==> src/rtl/stack_pkg.sv <==
`default_nettype none
// ============================================================================
// Module      : stack_pkg
// Description : Shared defaults, decoded-operation enum and width helpers
//               for the parametrised LIFO (param_stack / stack_mem).
// Revision    : 1.0 - initial release
// ============================================================================
package stack_pkg;

    localparam int STK_DATA_W_DEF = 8;
    localparam int STK_DEPTH_DEF  = 32;

    // Stack-pointer / storage action decoded for the current cycle.
    // STK_PUSH also covers push+pop on an empty stack (push still happens).
    typedef enum logic [2:0] {
        STK_IDLE = 3'd0,
        STK_PUSH = 3'd1,
        STK_POP  = 3'd2,
        STK_REPL = 3'd3,
        STK_PEEK = 3'd4
    } stk_op_t;

    // Occupancy counter must represent 0..depth inclusive.
    function automatic int stk_cnt_w(input int depth);
        return $clog2(depth + 1);
    endfunction

    // Storage address width for 0..depth-1.
    function automatic int stk_addr_w(input int depth);
        return $clog2(depth);
    endfunction

endpackage
`default_nettype wire

==> src/rtl/stack_mem.sv <==
`default_nettype none
// ============================================================================
// Module      : stack_mem
// Description : DATA_W x DEPTH register array for the LIFO. One synchronous
//               write port, two asynchronous read ports (top and next-of-top).
//               Contents are intentionally not reset.
// Revision    : 1.0 - initial release
// ============================================================================
module stack_mem #(
    parameter int DATA_W = 8,
    parameter int DEPTH  = 32,
    parameter int ADDR_W = 5
) (
    input  logic              clk,
    input  logic              i_we,
    input  logic [ADDR_W-1:0] i_waddr,
    input  logic [DATA_W-1:0] i_wdata,
    input  logic [ADDR_W-1:0] i_raddr_top,
    output logic [DATA_W-1:0] o_rdata_top,
    input  logic [ADDR_W-1:0] i_raddr_nos,
    output logic [DATA_W-1:0] o_rdata_nos
);

    logic [DATA_W-1:0] r_mem [DEPTH];

    // Single write port; the controller only ever presents in-range addresses.
    always_ff @(posedge clk) begin
        if (i_we) begin
            r_mem[i_waddr] <= i_wdata;
        end
    end

    assign o_rdata_top = r_mem[i_raddr_top];
    assign o_rdata_nos = r_mem[i_raddr_nos];

endmodule
`default_nettype wire

==> src/rtl/param_stack.sv <==
`default_nettype none
// ============================================================================
// Module      : param_stack
// Description : Parametrised LIFO with atomic replace, occupancy count,
//               full/empty status and sticky overflow/underflow flags.
//               Optional macro STACK_NOS_EN adds a registered next-of-stack
//               output (nos) loaded alongside dout.
// Revision    : 1.0 - initial release
// ============================================================================
module param_stack
    import stack_pkg::*;
#(
    parameter int DATA_W = STK_DATA_W_DEF,
    parameter int DEPTH  = STK_DEPTH_DEF,
    parameter int CNT_W  = stk_cnt_w(DEPTH)
) (
    input  logic              clk,
    input  logic              rst,
    input  logic              push,
    input  logic              pop,
    input  logic              tos,
    input  logic [DATA_W-1:0] din,
    input  logic              err_clr,
    output logic [DATA_W-1:0] dout,
    output logic [CNT_W-1:0]  count,
    output logic              empty,
    output logic              full,
    output logic              overflow,
    output logic              underflow
`ifdef STACK_NOS_EN
    ,
    output logic [DATA_W-1:0] nos
`endif
);

    localparam int               c_addr_w = stk_addr_w(DEPTH);
    localparam logic [CNT_W-1:0] c_depth  = CNT_W'(DEPTH);

    logic [CNT_W-1:0]    r_sp;
    logic [DATA_W-1:0]   r_dout;
    logic                r_ovf;
    logic                r_unf;

    logic                w_empty;
    logic                w_full;
    stk_op_t             w_op;
    logic                w_rd;
    logic                w_we;
    logic                w_ovf_set;
    logic                w_unf_set;
    logic [c_addr_w-1:0] w_waddr;
    logic [c_addr_w-1:0] w_top_addr;
    logic [c_addr_w-1:0] w_nos_addr;
    logic [DATA_W-1:0]   w_top_data;
    logic [DATA_W-1:0]   w_nos_data;

    assign w_empty    = (r_sp == '0);
    assign w_full     = (r_sp == c_depth);
    assign w_top_addr = c_addr_w'(r_sp - CNT_W'(1));
    assign w_nos_addr = c_addr_w'(r_sp - CNT_W'(2));

    // Decode the request into a pointer/storage action plus read and error strobes.
    always_comb begin
        w_op = STK_IDLE;
        if (push && pop) begin
            w_op = w_empty ? STK_PUSH : STK_REPL;
        end else if (push) begin
            w_op = w_full ? STK_IDLE : STK_PUSH;
        end else if (pop) begin
            w_op = w_empty ? STK_IDLE : STK_POP;
        end else if (tos) begin
            w_op = w_empty ? STK_IDLE : STK_PEEK;
        end

        // Any read request against a non-empty stack captures the pre-edge top,
        // including push+tos, so din is never bypassed to dout.
        w_rd      = (pop || tos) && !w_empty;
        w_unf_set = (pop || tos) && w_empty;
        w_ovf_set = push && !pop && w_full;
        w_we      = !rst && ((w_op == STK_PUSH) || (w_op == STK_REPL));
        w_waddr   = (w_op == STK_REPL) ? w_top_addr : c_addr_w'(r_sp);
    end

    stack_mem #(
        .DATA_W (DATA_W),
        .DEPTH  (DEPTH),
        .ADDR_W (c_addr_w)
    ) u_mem (
        .clk         (clk),
        .i_we        (w_we),
        .i_waddr     (w_waddr),
        .i_wdata     (din),
        .i_raddr_top (w_top_addr),
        .o_rdata_top (w_top_data),
        .i_raddr_nos (w_nos_addr),
        .o_rdata_nos (w_nos_data)
    );

    // Stack pointer moves only on a real push or pop; replace keeps it.
    always_ff @(posedge clk) begin
        if (rst) begin
            r_sp <= '0;
        end else begin
            case (w_op)
                STK_PUSH: r_sp <= r_sp + CNT_W'(1);
                STK_POP:  r_sp <= r_sp - CNT_W'(1);
                default:  r_sp <= r_sp;
            endcase
        end
    end

    // Registered read data; holds until the next successful read.
    always_ff @(posedge clk) begin
        if (rst) begin
            r_dout <= '0;
        end else if (w_rd) begin
            r_dout <= w_top_data;
        end
    end

    // Sticky error flags; a new error in the clear cycle keeps the flag set.
    always_ff @(posedge clk) begin
        if (rst) begin
            r_ovf <= 1'b0;
            r_unf <= 1'b0;
        end else begin
            if (w_ovf_set) begin
                r_ovf <= 1'b1;
            end else if (err_clr) begin
                r_ovf <= 1'b0;
            end
            if (w_unf_set) begin
                r_unf <= 1'b1;
            end else if (err_clr) begin
                r_unf <= 1'b0;
            end
        end
    end

`ifdef STACK_NOS_EN
    logic [DATA_W-1:0] r_nos;

    // Entry below the read top, or zero when fewer than two entries existed.
    always_ff @(posedge clk) begin
        if (rst) begin
            r_nos <= '0;
        end else if (w_rd) begin
            r_nos <= (r_sp >= CNT_W'(2)) ? w_nos_data : '0;
        end
    end

    assign nos = r_nos;
`else
    logic w_unused_nos;
    assign w_unused_nos = ^w_nos_data;
`endif

    assign dout      = r_dout;
    assign count     = r_sp;
    assign empty     = w_empty;
    assign full      = w_full;
    assign overflow  = r_ovf;
    assign underflow = r_unf;

endmodule
`default_nettype wire

==> config.mk <==
export PLATFORM = sky130hd
export DESIGN_NAME = param_stack
export DESIGN_NICKNAME = d
export VERILOG_FILES = /design/src/rtl/stack_pkg.sv /design/src/rtl/stack_mem.sv /design/src/rtl/param_stack.sv
export SDC_FILE = /design/constraint.sdc
export NUM_CORES = 1
export LEC_CHECK = 0
export BUFFER_PORTS_ARGS = -buffer_cell sky130_fd_sc_hd__buf_2
export CAP_MARGIN = 20
export CORE_AREA = 2 2 211 130
export CTS_BUF_LIST = sky130_fd_sc_hd__clkbuf_4
export DETAILED_ROUTE_END_ITERATION = 12
export DIE_AREA = 0 0 213 132
export PLACE_DENSITY = 0.68
export SETUP_SLACK_MARGIN = 0.02
export SYNTH_ARGS = -nofsm -noshare
export SYNTH_HDL_FRONTEND = slang
export SYNTH_HIERARCHICAL = 1
export SYNTH_SLANG_ARGS = --single-unit
==> constraint.sdc <==
create_clock -name clk -period 3 [get_ports clk]
set_input_delay 0.6 -clock clk [delete_from_list [all_inputs] [get_ports clk]]
set_output_delay 0.6 -clock clk [all_outputs]
set_load 0.05 [all_outputs]
==> metrics.yaml <==
die:
  ioPinCount: 32
  die_h_um: 132
  die_w_um: 213
  row_count: 46
  start_util_pct: 41.9
  core_um2: 26100
  dieArea_um2: 28100
logic_synthesis:
  synth_area_um2: 10900
  syn_area_per_cell_um2: 20.6
  synth_cells: 531
  yosysWarningCount: 6
  syn_nets: 549
detailed_routing:
  drc_errors: 0
  detailroute.via_count: 5853
  totalWireLength_um: 26100
  detail_route.vias_per_cell: 5.54
  firstDrtPassIters: 5
  dr.first_iter.drc_count: 605
  wl_per_cell_um: 24.7
  antenna_left: 0
min_path:
  hp-class: "input port to flip-flop"
run_status:
  outcome: "finished clean"
cells_and_area:
  layout-drive-gt1-share_pct: 42.4
  layout.nets: 669
  syn2layout_area_growth_pct: 16.6
  finalInstanceArea_um2: 12700
  fin_util_pct: 48.9
  fill_cells: 2136
clock_network:
  clockBufferDepth: 3
  clock_sinks: 272
  htreeDepth: 2
  cts_hold_buf: 0
  clk_latency_ps: 690
  cts_tree: "built"
  clkSlewWorstSetupHoldPaths_ps: 70
  cts-buffers-inserted: 59
  cts_root_buf: "clkbuf_4"
grt:
  grt_pass1_vias: 5922
  grt_first_pass_wirelength_um: 38400
  grt_usage_pct: 19.0
  antenna_found_initial: 2
  gr-total-overflow: 0
  grt_max_degree: 33
flow_run:
  max_cap_viol_count: 0
sta:
  period_minus_slack_ps: 2930
  timing.hold.ws_ps: 211
  finalMaxSlewViolations: 0
  final.setup.worst_slack_ps: 70.9
  slew_headroom_pct: 28.1
  finClkSkew_ps: 32.5
  period_share_pct: 97.6
  max_freq_mhz: 341
  worst_slew_pin_slew_ps: 1070
  rsz0062_at_grt: "yes"
  setup_violations: 0
  finalHoldViolCount: 0
power:
  clock_power_share_pct: 22.0
  power_mw: 13.0
  seq_power_share_pct: 33.9
  power.density_nw_per_um2: 1020
  ir_drop_mv: 0.500
  internal_power_mw: 8.52
  p_comb_share_pct: 44.1
  switchingPower_mw: 4.51
  leakagePower_nw: 4.28
  swShare_pct: 34.6
placement:
  place_area_um2: 11900
  pre_cts_ws_ps: 18.7
  portBuffers: 31
  gp_congestion: 0.895
  post-dp-hpwl_um: 17300
setup_path:
  crit_fanout: 14
  end_kind: "flip-flop"
  crit_type: "flip-flop to flip-flop"
  cp.required_ps: 3560
  cp-start-kind: "flip-flop"
  cp_data_arrival_time_ps: 3490
==> sequential cells by signal, summed over array words and instances (netlist names) <==
| register | count |
|---|---|
| u_mem/r_mem | 256 |
| dout | 8 |
| count | 6 |
| overflow | 1 |
| underflow | 1 |
==> metal layers <==
metal  track usage [%]  vias up  part of all wire [%]
met2              25.1      287                    41
met4              4.39        0                   1.3
met1              28.8     3065                    45
met3              8.50       43                    12
li1                  -     2458                     -
met5                 0        -                     0
==> stage by stage <==
step | instances | TNS [ps]
final | 1057 | 0
after global routing | 1056 | 0
after CTS | 1053 | 0
after detailed placement | 947 | 0
after global placement | 947 | 0
after floorplan | 531 | -6560
==> layout by cell type (no fill, tap or decap), types with 4 or more instances in the layout <==
cell type and instances:
buf_12 6, xnor2_1 4, clkinv_1 11, edfxtp_1 256
mux2_2 10, clkbuf_4 92, mux4_2 80, nor2_1 48
mux2i_1 9, buf_4 50, nand2b_1 5, a21oi_1 7
dfxtp_1 13, nand3b_1 5, buf_2 29, nand2_1 9
==> cell type report <==
cell class,instances,area [um^2],share of cell area [%]
Sequential cell,272,8010,62.9
Multi-Input combinational cell,224,2790,21.9
Timing Repair Buffer,89,693,5.44
Clock buffer,92,691,5.42
Tap cell,360,450,3.53
Clock inverter,14,80.1,0.628
Inverter,5,23.8,0.186
Antenna cell,1,2.50,0.0196
==> final timing paths <==
check                          from                endpoint  slack [ps]  cells after the start
min                         err_clr  underflow$_SDFFE_PP0P_         210                      3
max reg2reg   count[0]$_SDFFE_PP0P_    dout[7]$_SDFFE_PP0P_          70                     11
max           count[0]$_SDFFE_PP0P_    dout[7]$_SDFFE_PP0P_          70                     11
min reg2reg  underflow$_SDFFE_PP0P_  underflow$_SDFFE_PP0P_         480                      2
==> repair_timing <==
item                                    CTS  global route
gates resized for setup                  14             7
setup buffers                             0             3
endpoints found under the setup margin   11            25
pin swaps                                 0             1
==> critical path, cell delays in order, from the launching register on <==
cell and delay, ps:
dfxtp_1 350, inv_2 70, ha_4 180, buf_6 120, buf_4 140, xor2_4 220, buf_4 310, mux4_2 380
mux4_2 500, mux2_2 330, mux2i_1 140, nor2_1 60
==> power groups by stage <==
stage	registers (mW)	logic (mW)	clock network, mW
2_1_floorplan	4.62	3.58	0
3_3_place_gp	4.49	5.51	0
3_5_place_dp	4.50	5.54	0
4_1_cts	4.42	5.64	2.94
5_1_grt	4.43	6.04	3.13
6_report	4.42	5.74	2.86
(Power assumes the default switching activity.)
